## src/rtl/bitstream_link_pkg.sv

```systemverilog
// Shared definitions for the 32-bit serial shift-register link: word geometry,
// receiver state encoding and transmitter pulse timing.
package bitstream_link_pkg;

    localparam int unsigned WORD_BITS = 32;
    localparam int unsigned HALF_BITS = 16;
    localparam int unsigned CNT_W     = 6;

    typedef enum logic [1:0] {
        StEmpty,
        StShifting,
        StFull,
        StLatched
    } link_state_e;

    // Transmitter timing in local clock cycles; each level is held >= 2 cycles.
    localparam int unsigned TX_SHIFT_HALF_CYCLES = 4;
    localparam int unsigned TX_LATCH_HIGH_CYCLES = 4;
    localparam int unsigned TX_RESET_HIGH_CYCLES = 4;

endpackage

```

## src/rtl/link_sync_edge.sv

```systemverilog
// Multi-flop synchronizer for one asynchronous link line followed by a
// rising-edge detector producing a single-cycle strobe.
module link_sync_edge #(
    parameter int unsigned SYNC_STAGES = 2
) (
    input  logic clk_i,
    input  logic rst_ni,
    input  logic line_i,
    output logic rise_o
);

    logic [SYNC_STAGES-1:0] sync_q, sync_d;
    logic                   prev_q, prev_d;

    always_comb begin
        sync_d = {sync_q[SYNC_STAGES-2:0], line_i};
        prev_d = sync_q[SYNC_STAGES-1];
    end

    always_ff @(posedge clk_i or negedge rst_ni) begin
        if (!rst_ni) begin
            sync_q <= '0;
            prev_q <= 1'b0;
        end else begin
            sync_q <= sync_d;
            prev_q <= prev_d;
        end
    end

    assign rise_o = sync_q[SYNC_STAGES-1] & ~prev_q;

endmodule

```

## src/rtl/bitstream_receiver.sv

```systemverilog
// Receive endpoint of the serial shift-register link: oversamples the link lines,
// rebuilds 32-bit words and presents them on a valid/ready interface.
module bitstream_receiver #(
    parameter int unsigned WORD_BITS   = bitstream_link_pkg::WORD_BITS,
    parameter int unsigned SYNC_STAGES = 2
) (
    input  logic        clock,
    input  logic        reset_n,
    input  logic        bitstream_in,
    input  logic        shift_clock_in,
    input  logic        latch_clock_in,
    input  logic        shift_reg_reset_in,
    input  logic        word_ready,
    input  logic        clear_errors,
    output logic        word_valid,
    output logic [15:0] data_low,
    output logic [15:0] data_high,
    output logic [5:0]  bit_count,
    output logic [15:0] word_count,
    output logic        err_short,
    output logic        err_overrun,
    output logic        err_overflow
);
    import bitstream_link_pkg::*;

    localparam logic [CNT_W-1:0] CntFull = CNT_W'(WORD_BITS);

    logic shift_rise, latch_rise, reset_rise;

    link_sync_edge #(.SYNC_STAGES(SYNC_STAGES)) u_shift_sync (
        .clk_i (clock), .rst_ni(reset_n), .line_i(shift_clock_in), .rise_o(shift_rise)
    );
    link_sync_edge #(.SYNC_STAGES(SYNC_STAGES)) u_latch_sync (
        .clk_i (clock), .rst_ni(reset_n), .line_i(latch_clock_in), .rise_o(latch_rise)
    );
    link_sync_edge #(.SYNC_STAGES(SYNC_STAGES)) u_reset_sync (
        .clk_i (clock), .rst_ni(reset_n), .line_i(shift_reg_reset_in), .rise_o(reset_rise)
    );

    logic [SYNC_STAGES-1:0] data_sync_q, data_sync_d;
    link_state_e            state_q, state_d, state_sh;
    logic [WORD_BITS-1:0]   shreg_q, shreg_d, shreg_sh;
    logic [CNT_W-1:0]       cnt_q, cnt_d, cnt_sh;
    logic [WORD_BITS-1:0]   word_q, word_d;
    logic [CNT_W-1:0]       bit_count_q, bit_count_d;
    logic                   word_valid_q, word_valid_d;
    logic [15:0]            word_count_q, word_count_d;
    logic                   err_short_q, err_short_d;
    logic                   err_overrun_q, err_overrun_d;
    logic                   err_overflow_q, err_overflow_d;
    logic                   shift_ev, transfer, short_ev, overrun_ev, overflow_ev;

    always_comb begin
        data_sync_d = {data_sync_q[SYNC_STAGES-2:0], bitstream_in};

        // A shift-register reset in the same cycle discards the shift.
        shift_ev = shift_rise & ~reset_rise;
        shreg_sh = shreg_q;
        cnt_sh   = cnt_q;
        state_sh = state_q;
        if (shift_ev) begin
            shreg_sh = {data_sync_q[SYNC_STAGES-1], shreg_q[WORD_BITS-1:1]};
            if (cnt_q != CntFull) cnt_sh = cnt_q + CNT_W'(1);
            unique case (state_q)
                StEmpty, StShifting: state_sh = (cnt_sh == CntFull) ? StFull : StShifting;
                default:             state_sh = state_q;
            endcase
        end
        overrun_ev = shift_ev && (state_q == StFull || state_q == StLatched);

        transfer     = word_valid_q & word_ready;
        word_valid_d = word_valid_q & ~transfer;
        word_count_d = word_count_q + {15'd0, transfer};
        word_d       = word_q;
        bit_count_d  = bit_count_q;
        short_ev     = 1'b0;
        overflow_ev  = 1'b0;

        // Latch sees the post-shift content, so a coincident shift is included.
        if (latch_rise) begin
            state_sh = StLatched;
            short_ev = (cnt_sh != CntFull);
            if (!word_valid_q || transfer) begin
                word_d       = shreg_sh;
                bit_count_d  = cnt_sh;
                word_valid_d = 1'b1;
            end else begin
                overflow_ev = 1'b1;
            end
        end

        shreg_d = shreg_sh;
        cnt_d   = cnt_sh;
        state_d = state_sh;
        if (reset_rise) begin
            shreg_d = '0;
            cnt_d   = '0;
            state_d = StEmpty;
        end

        err_short_d    = (err_short_q    & ~clear_errors) | short_ev;
        err_overrun_d  = (err_overrun_q  & ~clear_errors) | overrun_ev;
        err_overflow_d = (err_overflow_q & ~clear_errors) | overflow_ev;
    end

    always_ff @(posedge clock or negedge reset_n) begin
        if (!reset_n) begin
            data_sync_q    <= '0;
            state_q        <= StEmpty;
            shreg_q        <= '0;
            cnt_q          <= '0;
            word_q         <= '0;
            bit_count_q    <= '0;
            word_valid_q   <= 1'b0;
            word_count_q   <= '0;
            err_short_q    <= 1'b0;
            err_overrun_q  <= 1'b0;
            err_overflow_q <= 1'b0;
        end else begin
            data_sync_q    <= data_sync_d;
            state_q        <= state_d;
            shreg_q        <= shreg_d;
            cnt_q          <= cnt_d;
            word_q         <= word_d;
            bit_count_q    <= bit_count_d;
            word_valid_q   <= word_valid_d;
            word_count_q   <= word_count_d;
            err_short_q    <= err_short_d;
            err_overrun_q  <= err_overrun_d;
            err_overflow_q <= err_overflow_d;
        end
    end

    assign word_valid   = word_valid_q;
    assign data_low     = word_q[HALF_BITS-1:0];
    assign data_high    = word_q[WORD_BITS-1:HALF_BITS];
    assign bit_count    = bit_count_q;
    assign word_count   = word_count_q;
    assign err_short    = err_short_q;
    assign err_overrun  = err_overrun_q;
    assign err_overflow = err_overflow_q;

endmodule

```

## config.mk

```make
export PLATFORM = sky130hd
export DESIGN_NAME = bitstream_receiver
export DESIGN_NICKNAME = d
export VERILOG_FILES = /design/src/rtl/bitstream_link_pkg.sv /design/src/rtl/link_sync_edge.sv /design/src/rtl/bitstream_receiver.sv
export SDC_FILE = /design/constraint.sdc
export NUM_CORES = 1
export LEC_CHECK = 0
export ABC_AREA = 0
export BUFFER_PORTS_ARGS = -buffer_cell sky130_fd_sc_hd__buf_4
export CORE_MARGIN = 2
export CORE_UTILIZATION = 57
export DETAILED_ROUTE_END_ITERATION = 7
export PLACE_DENSITY_LB_ADDON = 0.05
export SYNTH_ARGS = -nofsm -noshare
export SYNTH_HDL_FRONTEND = slang
export SYNTH_SLANG_ARGS = --single-unit
```

## constraint.sdc

```tcl
create_clock -name clock -period 2.5 [get_ports clock]
set_clock_uncertainty 0.1 [all_clocks]
set_input_delay 0.5 -clock clock [delete_from_list [all_inputs] [get_ports clock]]
set_output_delay 0.5 -clock clock [all_outputs]
set_load 0.005 [all_outputs]
```

==> run summary <==
Average via count per standard cell: 5.313. The die is 94.09 microns tall. The cell count after synthesis is 448. For this run, the total global-route usage over all layers was measured as 20.66%.

The run gives 59.25% as the initial core utilization. Horizontal extent of the die: 94.09 microns. The final cycle utilization of the critical path is 81.04%, and the number of failing hold endpoints at the final stage is 0. After legalization and detailed placement, the total HPWL measured 5.596 mm.

The tools report the number of placement rows as 32. The total wire length came out at 8.328 mm. The kind of critical path is reg -> reg. The residual DRC count is 0.

After synthesis, the share of flip-flops with an asynchronous set or reset is 100.0%. Average cell area after synthesis: 10.33 sq um. The static leakage came out at 0.002629 uW. The tools report the final RePlAce weighted congestion as 0.8728.

For this run, the detailed router's first-pass iteration total came to 4. Headroom to the max-slew limit came out at 63.18%. For the max-slew violation total from the final report, the log shows 0.

The final critical delay including setup and external delays works out to 2.026 ns. The count of cells in the finished layout, fillers not included, comes to 613. Post-CTS timing repair inserted 0 buffers for setup.

The number of enable flip-flop cells after synthesis was 0. TritonCTS built the clock tree. The repair_antennas step left the layout with diodes totalling 0.

After detailed placement, the design holds a cell count of 597. The worst register-to-register path begins at cnt_q[0]. For the worst flop-to-flop path, the logic depth is 6. Routed length per instance: 13.59 microns. The count of vias placed by the detailed router was 3257; the first-pass GRT wire length was 14.35 mm. For the register-to-register setup slack, the log shows 0.47 ns. The path class of the lowest-slack min-delay path is in -> async.

Global routing finished with a remaining overflow of 0. The number of port buffers is 65, and the layout net count is 518. The run finished with clean final reports.

The largest fanout of any net on the critical path was 6; the post-synthesis to final-layout area growth was 17.69%. Total clock buffers created by CTS: 9. Global routing consumed, on the met3 layer, 4.334% of the routing resources.

The largest net degree at the start of global routing is 43. The filler cells instantiated in the layout total 604. The logs give 0.4787 ns for the pre-CTS setup slack and 28.34% for the global-route met1 utilization. The via count of the first global-routing pass came out at 3032.

The endpoint identified for the worst register-to-register timing path is err_short. The tree built by TritonCTS fans out to 108 sinks. The number of levels in the clock H-tree is 3.

The tool flagged a number of max-cap violations equal to 0. The clock slew at the register clock pins of the worst setup and hold paths works out to 0.10 ns. The cell chosen for the clock root was clkbuf_8. STA classifies the critical path startpoint as a flop. The logs give 0 for the cts-stage hold buffer count and 0.36 ns for the source-to-sink clock delay at the later pin of the worst-skew pair.

The final-report setup violation count came out at 0. For met2 alone, demand over resource in global routing was 33.10%. For the area of the core, the log shows 7807 sq um. Setup repair after global routing left no endpoint under its margin. The portion of the post-synthesis area used by sequential elements was 58.43%; the setup slack of the critical path after layout was 0.4741 ns.

For this run, the top clock speed supported by timing is 493.6 MHz. The maximum number of buffers from clock root to sink is 2, and the total negative slack is 0 ns. Gates resized during post-CTS repair numbered 0. The number of warning messages in the yosys log is 0. The layer carrying the most global-route usage is met2.

The endpoint required time on the critical path was 2.64 ns; the initial antenna violation count was 0. The logs give 66 for the count of pins on the block boundary and 8852 sq um for the die area. Endpoint class of the critical path: a flop. After the first detailed-routing iteration, the DRC count stood at 132. Summing every instance area after synthesis gives 4626 sq um. Synthesis instantiated 40 different standard cells from the library. Counting every net in the synthesized netlist gives 460. The worst-margin pin slew was 0.5504 ns; the share of layout cells above drive strength 1 was 20.35%.

The critical path data arrival time came out at 2.17 ns. In this run the power density over the cells is 632.5 nW/um^2. The number of register bits inferred by synthesis was 108.

The largest voltage drop on the vdd net was 369.7 uV. The dominant synthesized flop cell was dfrtp_1. In this run the remaining antenna-violating nets after routing total 0.
[how the worst max path moves through the flow]
stage,to,slack [ns],from,cells after the start
global route,err_short,0.33,cnt_q[0],7
CTS,err_short,0.48,cnt_q[0],6
global placement,err_short,0.55,cnt_q[0],6
finish,err_short,0.47,cnt_q[0],6
floorplan,err_short,0.64,cnt_q[0],6
detailed placement,err_short,0.48,cnt_q[0],6
[where the power goes]
part	internal (uW)	switching [uW]	total [uW]	leakage [uW]
combinational	186	209	395	0.00106
sequential	1830	81.9	1910	0.00146
clock	565	569	1130	0.000107
[cells in the final DEF (no fill, tap or decap), drive strengths merged, types with 2 or more instances in the layout]
master / instances
dfrtp: 108
clkbuf: 10
or3: 2
a21oi: 39
xor2: 6
ha: 4
nand2: 119
and3: 3
nor2: 11
bufinv: 2
inv: 5
mux2i: 32
nor2b: 2
xnor2: 16
nor3: 2
nand2b: 6
clkinv: 2
buf: 73
nand3: 12
o21ai: 42
nand4: 2
and2b: 2
[layout make-up]
| cell class | instances | area (sq um) | area share (%) |
|---|---|---|---|
| inverters | 4 | 15.01 | 0.2758 |
| clock buffers | 10 | 127.6 | 2.344 |
| well taps | 102 | 127.6 | 2.344 |
| flip-flops and latches | 108 | 2703 | 49.64 |
| repair buffers | 73 | 598.1 | 10.99 |
| clock inverters | 6 | 86.33 | 1.586 |
| multi-input cells | 310 | 1787 | 32.82 |
[synthesized netlist by cell type, types with 6 or more instances]
| cell | number | area share, % |
|---|---|---|
| xnor2_1 | 16 | 3.0 |
| nor2_1 | 10 | 0.81 |
| a21oi_1 | 36 | 3.9 |
| buf_2 | 7 | 0.76 |
| xor2_1 | 6 | 1.1 |
| nand2_1 | 119 | 9.7 |
| o21ai_0 | 8 | 0.87 |
| dfrtp_1 | 108 | 58 |
| nand3_1 | 11 | 1.2 |
| mux2i_1 | 32 | 6.9 |
| clkbuf_1 | 10 | 0.81 |
| o21ai_1 | 34 | 3.7 |
[critical path, cell delays in order (launching register included)]
cell	delay, ns
dfrtp_1	0.45
inv_1	0.16
ha_1	0.38
a2111oi_2	0.41
o21ai_1	0.14
a21oi_2	0.17
o221ai_2	0.10
[cell families after synthesis]
group / synth area share [%]
adders and majority gates: 1.082
muxes: 6.925
and+or+nand+nor: 15.96
xor gates and xnor gates: 4.165
DFF: 58.43
buffers and inverters: 3.110
AOI/OAI and AO/OA: 10.33
[registers in the layout, summed over array words and instances, names as in the netlist, 2 cells and up]
| name | cells |
|---|---|
| shreg_q | 32 |
| word_q | 32 |
| word_count | 16 |
| bit_count | 6 |
| cnt_q | 6 |
| data_sync_q | 2 |
| u_latch_sync.sync_q | 2 |
| u_reset_sync.sync_q | 2 |
| u_shift_sync.sync_q | 2 |
[metrics by stage]
stage	total power, uW	area [sq um]	hold slack [ns]	utilization, %
finish	3443	5444	0.007314	69.73
global route	3614	5444	0.03282	69.73
CTS	3486	5444	0.02346	69.73
detailed placement	2352	5230	0.2347	66.99
global placement	2339	5230	0.2325	66.99
floorplan	2144	4626	0.1044	-
[metal layers]
layer  wire length, microns  part of all wire, %  up-vias
li1                       -                    -     1609
met1                   4004                   48     1571
met2                   3899                   47       68
met3                    303                  3.6        9
met4                    121                  1.5        0
met5                      0                    0        -
Note: power is estimated with default switching activity, not from simulation.
